$ cat src/rtl/sync_bus_pkg.sv
// sync_bus_pkg: shared FSM state type, qualification limit and Gray decode for sync_bus_capture.
package sync_bus_pkg;
  typedef enum logic {STABLE, SETTLE} state_t;
  localparam int MAX_STABLE_CYCLES = 255;
  localparam int GRAY_MAX_W = 256;
  // Callers zero-extend narrower words; leading zeros do not change the lower decoded bits.
  function automatic logic [GRAY_MAX_W-1:0] gray2bin(input logic [GRAY_MAX_W-1:0] g);
    logic [GRAY_MAX_W-1:0] b;
    b = g;
    for (int i = GRAY_MAX_W - 2; i >= 0; i--) b[i] = b[i+1] ^ g[i];
    return b;
  endfunction
endpackage

$ cat src/rtl/sync_bus_gray2bin.sv
// sync_bus_gray2bin: combinational WIDTH-bit Gray-to-binary converter.
module sync_bus_gray2bin
  import sync_bus_pkg::*;
#(
  parameter int WIDTH = 32
) (
  input  logic [WIDTH-1:0] gray,
  output logic [WIDTH-1:0] bin
);
  if (WIDTH > GRAY_MAX_W) begin : g_bad_width
    $error("sync_bus_gray2bin: WIDTH exceeds GRAY_MAX_W");
  end
  assign bin = WIDTH'(gray2bin(GRAY_MAX_W'(gray)));
endmodule

$ cat src/rtl/sync_bus_capture.sv
// sync_bus_capture: publishes din only after it holds for STABLE_CYCLES samples; counts abandoned candidates.
// Define SYNC_BUS_CAPTURE_GRAY_EN to treat din as Gray code (decoded to binary before comparison).
module sync_bus_capture
  import sync_bus_pkg::*;
#(
  parameter int WIDTH         = 32,
  parameter int STABLE_CYCLES = 3,
  parameter int CNT_WIDTH     = 16
) (
  input  logic                 clk,
  input  logic                 rst_n,
  input  logic [WIDTH-1:0]     din,
  input  logic                 en,
  input  logic                 clr_cnt,
  output logic [WIDTH-1:0]     dout,
  output logic                 update,
  output logic                 settling,
  output logic [CNT_WIDTH-1:0] reject_cnt
);
  if (STABLE_CYCLES < 1 || STABLE_CYCLES > MAX_STABLE_CYCLES) begin : g_bad_stable
    $error("sync_bus_capture: STABLE_CYCLES out of range");
  end
  localparam logic [7:0] LAST = 8'(STABLE_CYCLES - 1);
  logic [WIDTH-1:0] w;
`ifdef SYNC_BUS_CAPTURE_GRAY_EN
  sync_bus_gray2bin #(.WIDTH(WIDTH)) u_gray2bin (.gray(din), .bin(w));
`else
  assign w = din;
`endif
  state_t state_q, state_d;
  logic [WIDTH-1:0] cand_q, cand_d, dout_q, dout_d;
  logic [7:0] cnt_q, cnt_d;
  logic update_q, update_d, rej_inc;
  logic [CNT_WIDTH-1:0] rej_q, rej_d;
  always_comb begin
    state_d  = state_q;
    cand_d   = cand_q;
    cnt_d    = cnt_q;
    dout_d   = dout_q;
    update_d = 1'b0;
    rej_inc  = 1'b0;
    if (!en) begin
      state_d = STABLE;
      cnt_d   = '0;
    end else if (state_q == STABLE) begin
      if (w != dout_q && STABLE_CYCLES == 1) begin
        dout_d   = w;
        update_d = 1'b1;
      end else if (w != dout_q) begin
        cand_d  = w;
        cnt_d   = 8'd1;
        state_d = SETTLE;
      end
    end else if (w == dout_q) begin
      state_d = STABLE;
      rej_inc = 1'b1;
    end else if (w != cand_q) begin
      cand_d  = w;
      cnt_d   = 8'd1;
      rej_inc = 1'b1;
    end else if (cnt_q == LAST) begin
      dout_d   = cand_q;
      update_d = 1'b1;
      state_d  = STABLE;
    end else begin
      cnt_d = cnt_q + 8'd1;
    end
    rej_d = clr_cnt ? '0 : (rej_inc && !(&rej_q)) ? rej_q + CNT_WIDTH'(1) : rej_q;
  end
  always_ff @(posedge clk or negedge rst_n) begin
    if (!rst_n) begin
      state_q  <= STABLE;
      cand_q   <= '0;
      cnt_q    <= '0;
      dout_q   <= '0;
      update_q <= 1'b0;
      rej_q    <= '0;
    end else begin
      state_q  <= state_d;
      cand_q   <= cand_d;
      cnt_q    <= cnt_d;
      dout_q   <= dout_d;
      update_q <= update_d;
      rej_q    <= rej_d;
    end
  end
  assign dout       = dout_q;
  assign update     = update_q;
  assign settling   = state_q == SETTLE;
  assign reject_cnt = rej_q;
endmodule

$ cat config.mk
export PLATFORM = sky130hd
export DESIGN_NAME = sync_bus_capture
export DESIGN_NICKNAME = d
export VERILOG_FILES = /design/src/rtl/sync_bus_pkg.sv /design/src/rtl/sync_bus_gray2bin.sv /design/src/rtl/sync_bus_capture.sv
export SDC_FILE = /design/constraint.sdc
export NUM_CORES = 1
export LEC_CHECK = 0
export BUFFER_PORTS_ARGS = -buffer_cell sky130_fd_sc_hd__buf_2
export CORE_MARGIN = 1
export CORE_UTILIZATION = 50
export CTS_CLUSTER_DIAMETER = 100
export DETAILED_ROUTE_END_ITERATION = 8
export PLACE_DENSITY = 0.8
export SYNTH_ARGS = -nofsm -noshare
export SYNTH_HDL_FRONTEND = slang
export SYNTH_SLANG_ARGS = --single-unit
$ cat constraint.sdc
create_clock -name clk -period 2.1 [get_ports clk]
set_clock_uncertainty 0.05 [all_clocks]
set_input_delay 0.21 -clock clk [delete_from_list [all_inputs] [get_ports clk]]
set_output_delay 0.21 -clock clk [all_outputs]
set_load 0.1 [all_outputs]
==> reports/metrics.cfg, run 1 <==
[status]
status = finished with violations
violations = negative setup slack

[timing]
setup_viol = 89
final.period_utilization_pct = 120.2
fmax_mhz = 396.2
hold_viol = 0
maxSlewHeadroom_pct = 62.65
finalMaxSlewViolations = 0
rsz0062_at_grt = yes
setup_slack_ns = -0.4237
period_needed_ns = 2.524
worst_slew_pin_slew_ns = 0.5551
tns_ns = -31.03
fin_hold_ws_ns = 0.06332

[floorplanning]
start_util_pct = 51.68
die_h_um = 97.18
rows = 34
num_io_pins = 86
core_um2 = 8763
die-area_um2 = 9443
dieWidth_um = 97.18

[layout]
drive_above_1_share_pct = 62.90
final_cell_mix = buf_2 (84), buf_4 (82), mux2_4 (47)
synthToLayoutAreaGrowth_pct = 50.30
final_cell_area_um2 = 6808
fin_nets = 600
layout_commonest_cell = buf_2

[placed_design]
dp_hpwl_um = 7975
io_buffers = 85
gp_congestion = 0.8544
place_area_um2 = 5908

[worst_hold_path]
hold_start = din[9]
min_to = cand_q[9]$_DFFE_PN0P_
min_path_cells = 2
hold_path_class = primary input to register

[clocking]
tritoncts = yes
h-tree-depth = 3
path_clk_slew_ns = 0.10
clk-insertion-delay-late_ns = 0.38
clk_path_buf_depth = 2
clockRootBuffer = clkbuf_8
clkSinkCount = 90
cts_buffers = 9

[logic_synthesis]
ys_types = 35
synth_area_leader_cell = dfrtp_1
synth_nets = 420
synth_area_per_cell_um2 = 11.89
netlist_instances = 381
synth-main-ff-cell = dfrtp_1
synth_top_area_share_pct = 49.72
syn_area_um2 = 4529
seq_area_frac_synth_pct = 49.72
synth.area.top_cells = dfrtp_1 (50%), xnor2_1 (12%), mux2_2 (12%)
ys.warnings.count = 0
synth_edf_count = 0
async_flop_share_pct = 100.0
yosys_register_bits = 90

[global_route]
grt_max_degree = 36
grt_first_pass_wirelength_um = 21320
grt_overflow_total = 0
antenna_found_initial = 2
grt.total_usage_pct = 28.93
grt_pass1_vias = 4103

[critical_path]
cp_max_fo = 5
cp.arrival_ns = 2.72
r2r_start = cand_q[26]$_DFFE_PN0P_
r2r-end = dout[17]$_DFFE_PN0P_
rr_worst_depth = 10
critPathLaunchType = register
end_kind = register
cp.required_ns = 2.30
critPathKind = register to register
reg2reg_slack_ns = -0.42

[route]
vias_per_cell = 5.976
drtIter0Drc = 273
vias = 4040
drt-wirelength-per-cell_um = 21.09
drc = 0
drt-pass1-iter-count = 5
routed_wl_um = 14260
drtAntennaViolNets = 0

[power]
powerDensity_nw_per_um2 = 565.1
leakage_nw = 3.037
peakVddDrop_v = 0.0003057
finalPower_mw = 3.847

[job]
drv_cap = 0

## where the power goes
group | total, mW | internal (mW) | leakage, nW | switching (mW)
Clock | 1.42 | 0.743 | 0.120 | 0.676
Sequential | 1.86 | 1.80 | 1.09 | 0.0616
Combinational | 0.570 | 0.297 | 1.82 | 0.273
## metrics by stage
stage | utilization (%) | std cells | setup slack (ns)
2_1_floorplan | - | 381 | -0.2432
3_3_place_gp | 67.42 | 642 | -0.4264
3_5_place_dp | 67.42 | 642 | -0.4662
4_1_cts | 76.17 | 672 | -0.3029
5_1_grt | 77.68 | 676 | -0.5098
6_report | 77.68 | 676 | -0.4237
## sequential cells by signal (all words and copies together) (netlist names)
name / cells
update: 1
dout: 32
reject_cnt: 16
cnt_q: 8
cand_q: 32
settling: 1
## what timing repair did
item / CTS / global route
pin swaps: 19 / 8
hold buffers: 1 / 0
setup endpoints to repair: 90 / 90
cloned: 5 / 2
setup buffers: 9 / 4
endpoints found under the hold margin: 25 / 0
gates resized for setup: 72 / 22
## how the worst max path moves through the flow
stage                                       from                         end
after floorplan             dout[29]$_DFFE_PN0P_  reject_cnt[11]$_DFFE_PN0P_
after CTS                  cand_q[3]$_DFFE_PN0P_      cand_q[13]$_DFFE_PN0P_
final                     cand_q[26]$_DFFE_PN0P_        dout[17]$_DFFE_PN0P_
after global routing      cand_q[26]$_DFFE_PN0P_        cnt_q[5]$_DFFE_PN0P_
after detailed placement   cand_q[3]$_DFFE_PN0P_         dout[5]$_DFFE_PN0P_
after global placement     cand_q[3]$_DFFE_PN0P_        dout[13]$_DFFE_PN0P_
## area by class of cell
| type | instances | area [um^2] |
|---|---|---|
| Sequential cell | 90 | 2386 |
| Multi-Input combinational cell | 272 | 2658 |
| Fill cell | 472 | 1956 |
| Inverter | 4 | 15.01 |
| Tap cell | 108 | 135.1 |
| Clock inverter | 5 | 86.33 |
| Clock buffer | 11 | 151.4 |
| Antenna cell | 2 | 5.005 |
| Timing Repair Buffer | 184 | 1371 |
## worst max-delay path: stages (launching register included)
cell and delay [ns]:
dfrtp_1 0.43, xnor2_1 0.21, nand4_1 0.15, nor4_2 0.39, buf_4 0.21, nand3_4 0.10
nor3_4 0.17, buf_6 0.17, buf_12 0.12, buf_12 0.12, mux2_4 0.29
## cell usage after synthesis (8+ instances only)
library cell and n:
dfrtp_1 90, xnor2_1 64, mux2_2 47, nand4_1 20, mux2_1 19, nand2_1 17
a21oi_1 14, nand3_1 11, nor2_1 11, o31ai_1 11, or4_1 11, nor4_1 8
## cells by family (layout without fill, tap and decap cells)
logic type	Yosys count	count (layout)	share of synthesized area (%)
other	0	2	0
adder cells (fa/ha/maj)	3	3	0.8288
XOR/XNOR	64	64	12.38
AO/OA/AOI/OAI	38	38	5.470
flip-flops	90	90	49.72
multiplexers	66	66	16.41
buffers and inverters	19	204	2.431
AND/OR/NAND/NOR	101	101	12.76
## routing by layer
metal	share of wire (%)	global-route usage, %	vias up	routed length, um
met1	41	37.07	2071	5840
li1	-	-	1747	-
met4	3.5	13.43	0	503
met5	0	0	-	0
met2	51	48.43	180	7238
met3	4.7	4.317	42	677
Note: power is estimated with default switching activity, not from simulation.
==> run 2: changes to the inputs <==
- CTS_BUF_LIST: not set -> sky130_fd_sc_hd__clkbuf_16
==> run 2 against run 1 <==
  * The flow still finishes with violations (negative setup slack)
  * Via count fell by 0.94%
  * Total power rose by 10%
  * Register-to-register slack got worse by 0.07 ns
  * Combinational power rose by 4.2%
  * Sequential cell count did not move
  * Cell count did not move
  * Highest routed layer unchanged
==> reports/metrics.cfg, run 2 (same netlist as run 1, synthesis figures left out) <==
[status]
status = finished with violations
violations = negative setup slack

[power]
powerDensity_nw_per_um2 = 604.7
finalPower_mw = 4.238
peakVddDrop_v = 0.0004226
leakage_nw = 3.147

[placed_design]
gp_congestion = 0.8544
place_area_um2 = 5908
io_buffers = 85
dp_hpwl_um = 7975
dp.cells = 642

[global_route]
grt_overflow_total = 0
grt.total_usage_pct = 30.28
met3_usage_pct = 5.683
use_met1_pct = 38.44
grt_first_pass_wirelength_um = 22220
antenna_found_initial = 2
busiest_layer = met2
grt_max_degree = 36
met2_usage_pct = 50.33
grt_pass1_vias = 4202

[floorplanning]
die_h_um = 97.18
num_io_pins = 86
dieWidth_um = 97.18
rows = 34
core_um2 = 8763
die-area_um2 = 9443
start_util_pct = 51.68

[clocking]
clk-insertion-delay-late_ns = 0.35
h-tree-depth = 3
clkSinkCount = 90
clockRootBuffer = clkbuf_16
clk_path_buf_depth = 2
cts_buffers = 9
tritoncts = yes
path_clk_slew_ns = 0.07

[timing]
setup_viol = 88
setup_slack_ns = -0.4910
rsz0062_at_grt = yes
period_needed_ns = 2.591
maxSlewHeadroom_pct = 56.48
finalMaxSlewViolations = 0
final.period_utilization_pct = 123.4
hold_viol = 0
fmax_mhz = 386.0
worst_slew_pin_slew_ns = 0.6468

[critical_path]
reg2reg_slack_ns = -0.49
crit_family = simple AND/OR/NAND/NOR gates
worst-path-buf-inv = 1
critPathKind = register to register
end_kind = register
cpPeakStageDelay_ns = 0.50
path_cells = xnor2_2 > nand4_1 > nor4_2 > nand2_1 > a31o_1 > buf_12 > or4_4 > a21oi_2
cp_max_fo = 28
critPathSlowestCell = dfrtp_4
critPathLaunchType = register
cp.arrival_ns = 2.80
cp.required_ns = 2.31

[route]
drc = 0
routed_wl_um = 14860
vias = 4002
drtAntennaViolNets = 0
vias_per_cell = 5.920
drtIter0Drc = 256
drt-pass1-iter-count = 6
drt-wirelength-per-cell_um = 21.98

[layout]
final_cell_area_um2 = 7008
fillCellCount = 450
final_core_util_pct = 79.97
layout_commonest_cell = buf_2
final_cell_mix = buf_2 (84), buf_4 (78), dfrtp_1 (45)
stdcell_count = 676
fin_nets = 600
drive_above_1_share_pct = 66.78
synthToLayoutAreaGrowth_pct = 54.72

[job]
drv_cap = 0

[worst_hold_path]
hold_path_class = primary input to register

==> run 2: area by class of cell <==
class | instances | area (um^2) | area share (%)
diodes | 2 | 5.005 | 0.07142
clock buffers | 9 | 225.2 | 3.214
clock inverters | 7 | 93.84 | 1.339
inverters | 4 | 15.01 | 0.2142
multi-input cells | 272 | 2768 | 39.49
flip-flops and latches | 90 | 2386 | 34.05
well taps | 108 | 135.1 | 1.928
repair buffers | 184 | 1380 | 19.69
==> run 2: metrics by stage <==
stage | setup TNS [ns] | hold WS [ns] | setup slack, ns
floorplan | -8.812 | -0.1356 | -0.2432
global placement | -30.49 | 0.1105 | -0.4264
detailed placement | -34.59 | 0.1146 | -0.4662
CTS | -19.84 | 0.09935 | -0.2929
global route | -34.77 | 0.1090 | -0.5439
finish | -29.92 | 0.09450 | -0.4910
==> run 2: worst register-to-register path, cell delays in order (launching register included) <==
cell	delay, ns
dfrtp_4	0.50
xnor2_2	0.23
nand4_1	0.21
nor4_2	0.30
nand2_1	0.14
a31o_1	0.27
buf_12	0.17
or4_4	0.48
a21oi_2	0.16
==> run 2: path summary, 6_finish.rpt <==
check / startpoint / endpoint / cells after the start
worst max register to register: dout[7]$_DFFE_PN0P_ / reject_cnt[12]$_DFFE_PN0P_ / 8
min in group asynchronous: rst_n / settling$_DFF_PN0_ / 2
worst min-delay path: din[9] / cand_q[9]$_DFFE_PN0P_ / 2
max in group asynchronous: rst_n / reject_cnt[7]$_DFFE_PN0P_ / 3
worst max-delay path: dout[7]$_DFFE_PN0P_ / reject_cnt[12]$_DFFE_PN0P_ / 8
worst min register to register: cand_q[31]$_DFFE_PN0P_ / dout[31]$_DFFE_PN0P_ / 1
==> run 2: per-layer routing <==
metal  routed length, um  part of all wire [%]
met1                6054                    41
met2                7274                    49
met3                 844                   5.7
met4                 686                   4.6
met5                   0                     0
==> run 2: power by group <==
part	internal [mW]	total (mW)	switching, mW
Clock	1.04	1.78	0.735
Sequential	1.80	1.87	0.0685
Combinational	0.313	0.594	0.282
==> run 2: repair_timing <==
action / 4_1_cts / 5_1_grt
resized for setup: 66 / 54
pin swaps: 27 / 25
buffers inserted: 9 / 5
cloned: 6 / 1
hold buffers: 1 / 0
hold endpoints to repair: 25 / 0
setup endpoints to repair: 89 / 90
